[src/rtl/multicycle_control_unit.sv]
// Multi-cycle RV32I control FSM: sequences fetch/decode/execute/memory/writeback
// over a shared-memory datapath and drives its mux selects and write strobes.
module multicycle_control_unit #(
  parameter bit ENABLE_BNE = 1'b1,
  parameter bit ENABLE_JAL = 1'b1,
  parameter bit MEM_WAIT   = 1'b1
) (
  input  logic       clk,
  input  logic       reset,
  input  logic [6:0] op,
  input  logic [2:0] funct3,
  input  logic       funct7b5,
  input  logic       zero,
  input  logic       mem_ready,
  output logic       PCWrite,
  output logic       AdrSrc,
  output logic       MemWrite,
  output logic       IRWrite,
  output logic [1:0] ResultSrc,
  output logic [1:0] ALUSrcA,
  output logic [1:0] ALUSrcB,
  output logic [1:0] ALUOp,
  output logic [1:0] ImmSrc,
  output logic       RegWrite,
  output logic       illegal,
  output logic [3:0] state
);

  localparam logic [6:0] OP_LW   = 7'b0000011;
  localparam logic [6:0] OP_SW   = 7'b0100011;
  localparam logic [6:0] OP_RTYP = 7'b0110011;
  localparam logic [6:0] OP_ITYP = 7'b0010011;
  localparam logic [6:0] OP_BR   = 7'b1100011;
  localparam logic [6:0] OP_JAL  = 7'b1101111;

  typedef enum logic [3:0] {
    S_FETCH    = 4'd0,
    S_DECODE   = 4'd1,
    S_MEMADR   = 4'd2,
    S_MEMREAD  = 4'd3,
    S_MEMWB    = 4'd4,
    S_MEMWRITE = 4'd5,
    S_EXECR    = 4'd6,
    S_EXECI    = 4'd7,
    S_ALUWB    = 4'd8,
    S_BRANCH   = 4'd9,
    S_JAL      = 4'd10
  } state_t;

  state_t st, st_nxt;
  logic   illegal_set;
  logic   mem_go;
  logic   is_lw, is_sw, is_r, is_i, is_br, is_jal;
  logic   taken;
  logic   pc_update, branch, ir_write, mem_write, reg_write;

  // funct7b5 only matters to the downstream ALU decoder
  logic unused_funct7b5;
  assign unused_funct7b5 = funct7b5;

  assign mem_go = mem_ready || !MEM_WAIT;
  assign is_lw  = (op == OP_LW);
  assign is_sw  = (op == OP_SW);
  assign is_r   = (op == OP_RTYP);
  assign is_i   = (op == OP_ITYP);
  assign is_br  = (op == OP_BR);
  assign is_jal = (op == OP_JAL) && ENABLE_JAL;
  assign state  = 4'(st);

  // Branch condition; unsupported funct3 values never redirect the PC
  always_comb begin
    case (funct3)
      3'b000:  taken = zero;
      3'b001:  taken = ENABLE_BNE && !zero;
      default: taken = 1'b0;
    endcase
  end

  always_comb begin
    case (op)
      OP_SW:   ImmSrc = 2'b01;
      OP_BR:   ImmSrc = 2'b10;
      OP_JAL:  ImmSrc = 2'b11;
      default: ImmSrc = 2'b00;
    endcase
  end

  // Next-state logic
  always_comb begin
    st_nxt      = S_FETCH;
    illegal_set = 1'b0;
    case (st)
      S_FETCH:    st_nxt = mem_go ? S_DECODE : S_FETCH;
      S_DECODE: begin
        if (is_lw || is_sw) st_nxt = S_MEMADR;
        else if (is_r)      st_nxt = S_EXECR;
        else if (is_i)      st_nxt = S_EXECI;
        else if (is_br)     st_nxt = S_BRANCH;
        else if (is_jal)    st_nxt = S_JAL;
        else begin
          st_nxt      = S_FETCH;
          illegal_set = 1'b1;
        end
      end
      S_MEMADR: begin
        if (is_lw)      st_nxt = S_MEMREAD;
        else if (is_sw) st_nxt = S_MEMWRITE;
        else            st_nxt = S_FETCH;
      end
      S_MEMREAD:  st_nxt = mem_go ? S_MEMWB : S_MEMREAD;
      S_MEMWRITE: st_nxt = mem_go ? S_FETCH : S_MEMWRITE;
      S_MEMWB:    st_nxt = S_FETCH;
      S_EXECR:    st_nxt = S_ALUWB;
      S_EXECI:    st_nxt = S_ALUWB;
      S_ALUWB:    st_nxt = S_FETCH;
      S_BRANCH:   st_nxt = S_FETCH;
      S_JAL:      st_nxt = S_ALUWB;
      default:    st_nxt = S_FETCH;
    endcase
  end

  always_ff @(posedge clk or posedge reset) begin
    if (reset) begin
      st      <= S_FETCH;
      illegal <= 1'b0;
    end else begin
      st <= st_nxt;
      if (illegal_set) illegal <= 1'b1;
    end
  end

  // Per-state datapath controls; strobes are suppressed while reset is held
  always_comb begin
    pc_update = 1'b0;
    branch    = 1'b0;
    ir_write  = 1'b0;
    mem_write = 1'b0;
    reg_write = 1'b0;
    AdrSrc    = 1'b0;
    ResultSrc = 2'b00;
    ALUSrcA   = 2'b00;
    ALUSrcB   = 2'b00;
    ALUOp     = 2'b00;
    case (st)
      S_FETCH: begin
        ALUSrcB   = 2'b10;
        ResultSrc = 2'b10;
        ir_write  = mem_go;
        pc_update = mem_go;
      end
      S_DECODE: begin
        ALUSrcA = 2'b01;
        ALUSrcB = 2'b01;
      end
      S_MEMADR: begin
        ALUSrcA = 2'b10;
        ALUSrcB = 2'b01;
      end
      S_MEMREAD:  AdrSrc = 1'b1;
      S_MEMWB: begin
        ResultSrc = 2'b01;
        reg_write = 1'b1;
      end
      S_MEMWRITE: begin
        AdrSrc    = 1'b1;
        mem_write = 1'b1;
      end
      S_EXECR: begin
        ALUSrcA = 2'b10;
        ALUOp   = 2'b10;
      end
      S_EXECI: begin
        ALUSrcA = 2'b10;
        ALUSrcB = 2'b01;
        ALUOp   = 2'b10;
      end
      S_ALUWB:    reg_write = 1'b1;
      S_BRANCH: begin
        ALUSrcA = 2'b10;
        ALUOp   = 2'b01;
        branch  = 1'b1;
      end
      S_JAL: begin
        ALUSrcA   = 2'b01;
        ALUSrcB   = 2'b10;
        pc_update = 1'b1;
      end
      default: ;
    endcase
    PCWrite  = !reset && (pc_update || (branch && taken));
    IRWrite  = !reset && ir_write;
    MemWrite = !reset && mem_write;
    RegWrite = !reset && reg_write;
  end

endmodule
[config.mk]
export PLATFORM = sky130hd
export DESIGN_NAME = multicycle_control_unit
export DESIGN_NICKNAME = d
export VERILOG_FILES = /design/src/rtl/multicycle_control_unit.sv
export SDC_FILE = /design/constraint.sdc
export NUM_CORES = 1
export LEC_CHECK = 0
export CAP_MARGIN = 20
export CORE_AREA = 2 2 43 45
export DETAILED_ROUTE_END_ITERATION = 8
export DIE_AREA = 0 0 45 47
export GPL_ROUTABILITY_DRIVEN = 0
export GPL_TIMING_DRIVEN = 0
export PLACE_DENSITY_LB_ADDON = 0.25
export SLEW_MARGIN = 0
export SYNTH_ARGS = -nofsm -noshare
export SYNTH_HDL_FRONTEND = slang
export SYNTH_SLANG_ARGS = --single-unit
[constraint.sdc]
create_clock -name clk -period 1.7 [get_ports clk]
set_input_delay 0.34 -clock clk [delete_from_list [all_inputs] [get_ports clk]]
set_output_delay 0.34 -clock clk [all_outputs]
set_load 0.005 [all_outputs]
==> flow_summary.toml <==
[drt]
vias = 881
initialDrtViolationCount = 9
wirelength_mm = 2.60
dr.pass1.iters = 5
drc = 0
ant_nets = 0
post_drt_wl_per_cell_um = 15.8
drt-vias-per-instance = 5.37

[setup_path]
end_kind = "primary output"
path_class = "reg -> out"
cp_data_required_time_ps = 1360
cpLargestDelayFamily = "buffers and inverters"
cp.depth = 6
arrival_ps = 1550
critPathMaxStageDelay_ps = 380
critPathLaunchType = "register"
path_cells = "buf_6 -> buf_6 -> buf_6 -> xnor2_1 -> nor4_1 -> buf_2"
reg2reg_depth = 10
crit_path_frequent_cell = "buf_6"
cp_max_fo = 6
crit_path_top_delay_cell = "dfrtp_1"
crit_buf_inv = 4

[clock_tree]
clock-sinks = 5
clk_latency_ps = 240
htreeDepth = 1
cts_buffers = 3
clockBufferDepth = 2
cts_tree = "done"
cts-root-buf = "clkbuf_4"
path_clk_slew_ps = 50

[final_layout]
num-nets-final = 163
fin_util_pct = 82.2
fill_cells = 96
final_cell_count_no_fill = 164
n_antenna_cell = 0
final_common_cell = "buf_6"
drive_gt1_share_pct = 58.5
final_cell_mix = "buf_6 (17), buf_4 (16), clkdlybuf4s50_1 (9)"
syn_to_final_growth_pct = 137

[die]
die_y_um = 47
die_w_um = 45
fp.dieArea_um2 = 2120
core_region_area_um2 = 1650
rows = 15
io_pins = 35
start_util_pct = 34.6

[job]
drv_cap = 0

[global_routing]
antenna_found_initial = 0
grt_pass1_wl_mm = 3.59
grt_pass1_vias = 788
grt_start_max_net_pins = 11
grt-ovfl-total = 0
grt.total_usage_pct = 23.3

[sta]
drv_slew = 0
layout_setup_ws_ps = -193
tightest_slew_ps = 473
post-route-period-util_pct = 111
fin_skew_ps = 7.53
max_slew_margin_pct = 68.4
period_minus_slack_ps = 1890
hold_violations = 0
timing.fmax_ghz = 0.528
rsz0062_at_grt = "true"
finalSetupViolCount = 9

[worst_hold_path]
hold_class = "in -> async"

[pwr]
powerDensity_nw_per_um2 = 362
totalPowerFinal_w = 0.000492
vdd_drop_max_uv = 406
power_leakage_nw = 0.669

[yosys]
syn_area_um2 = 572
yosys_warnings = 0
netlist_instances = 79
yosysSeqAreaShare_pct = 21.9
syn_nets = 94
syn_area_per_cell_um2 = 7.24
synth_cell_types = 31
ys_ff_latch = 5

[outcome]
status = "complete, but fails checks"
failed_checks = "setup timing"

[placement]
port_buffers = 33
dp_hpwl_mm = 1.23
place_inst = 129
-- power breakdown --
part | internal [W] | switching (W) | total (W) | leakage, nW
combinational | 0.000132 | 0.0000983 | 0.000231 | 0.591
clock | 0.0000887 | 0.0000478 | 0.000136 | 0.0150
sequential | 0.000122 | 0.00000215 | 0.000125 | 0.0631
total | 0.000343 | 0.000148 | 0.000492 | 0.669
-- worst reg2reg max path: cells and delay by family (launching register included) --
family	cells	cell delay [ps]
flip-flops	1	370
buffers and inverters	6	610
AND/OR/NAND/NOR	3	690
AO/OA/AOI/OAI	1	50
-- per-layer routing --
metal / track usage, % / share of wire, % / up-vias
met5: 0 / 0 / -
met4: 7.65 / 1.0 / 0
met3: 3.85 / 7.1 / 2
met2: 43.4 / 49 / 39
met1: 27.1 / 43 / 417
li1: - / - / 423
-- synthesized netlist by cell type --
| cell | instances | area (µm²) |
|---|---|---|
| a21o_1 | 2 | 15.0 |
| a21oi_1 | 5 | 25.0 |
| a311o_1 | 1 | 10.0 |
| a31o_2 | 1 | 8.76 |
| buf_2 | 2 | 10.0 |
| buf_4 | 2 | 15.0 |
| clkbuf_1 | 1 | 3.75 |
| dfrtp_1 | 5 | 125 |
| inv_1 | 3 | 11.3 |
| nand2_1 | 10 | 37.5 |
| nand2_2 | 1 | 6.26 |
| nand2b_1 | 3 | 18.8 |
| nand3_1 | 1 | 5.00 |
| nand4_1 | 1 | 6.26 |
| nand4b_4 | 1 | 23.8 |
| nor2_1 | 11 | 41.3 |
| nor2b_1 | 2 | 12.5 |
| nor2b_2 | 1 | 8.76 |
| nor3_1 | 2 | 10.0 |
| nor3b_1 | 2 | 15.0 |
| nor4_1 | 5 | 31.3 |
| nor4b_2 | 1 | 15.0 |
| o211a_1 | 1 | 10.0 |
| o21ai_0 | 4 | 20.0 |
| o22ai_1 | 1 | 6.26 |
| o22ai_2 | 1 | 12.5 |
| or2_2 | 3 | 18.8 |
| or3_1 | 1 | 6.26 |
| or3b_1 | 1 | 8.76 |
| or4_1 | 1 | 7.51 |
| xnor2_1 | 3 | 26.3 |
-- flip-flops by register name, summed over array words and instances, names as in the netlist --
name / flops
illegal: 1
state: 4
-- through the flow --
stage	TNS (ps)	cell area, µm²	setup slack (ps)	hold WS, ps
finish	-907	1360	-193	468
global route	-1570	1360	-266	461
CTS	-749	1230	-169	450
global placement	-4080	923	-673	457
detailed placement	-4320	923	-660	460
floorplan	0	572	149	127
-- worst paths after layout --
check | slack [ps] | to | start
worst max-delay path | -190 | RegWrite | state[3]$_DFF_PP0_
worst min-delay path | 470 | state[2]$_DFF_PP0_ | reset
worst max register to register | -160 | state[0]$_DFF_PP0_ | state[1]$_DFF_PP0_
worst min register to register | 470 | illegal$_DFFE_PP0P_ | illegal$_DFFE_PP0P_
max in group asynchronous | 1030 | state[3]$_DFF_PP0_ | reset
min in group clk | 470 | illegal$_DFFE_PP0P_ | illegal$_DFFE_PP0P_
-- logic make-up (layout without fill, tap and decap cells) --
group           after synthesis  count (layout)  synth area share, %
simple gates                 47              47                 47.7
flops                         5               5                 21.9
buf+inv                       8              76                 7.00
xor+xnor                      3               3                 4.60
compound gates               16              16                 18.8
-- area by class of cell --
cell class	count	area, µm²	area share (%)
inverter	3	11.3	0.829
buffer	5	60.1	4.42
clock buffer	4	26.3	1.94
multi-input combinational	66	543	40.0
timing repair buffer	64	571	42.0
tap	17	21.3	1.57
sequential	5	125	9.22
-- timing repair --
item                       4_1_cts  5_1_grt
hold buffers                     0        0
resized for setup               87       40
setup endpoints to repair       15       15
setup buffers                   24        9
cloned                           1        0
pin swaps                       10       13
(Power assumes the default switching activity.)
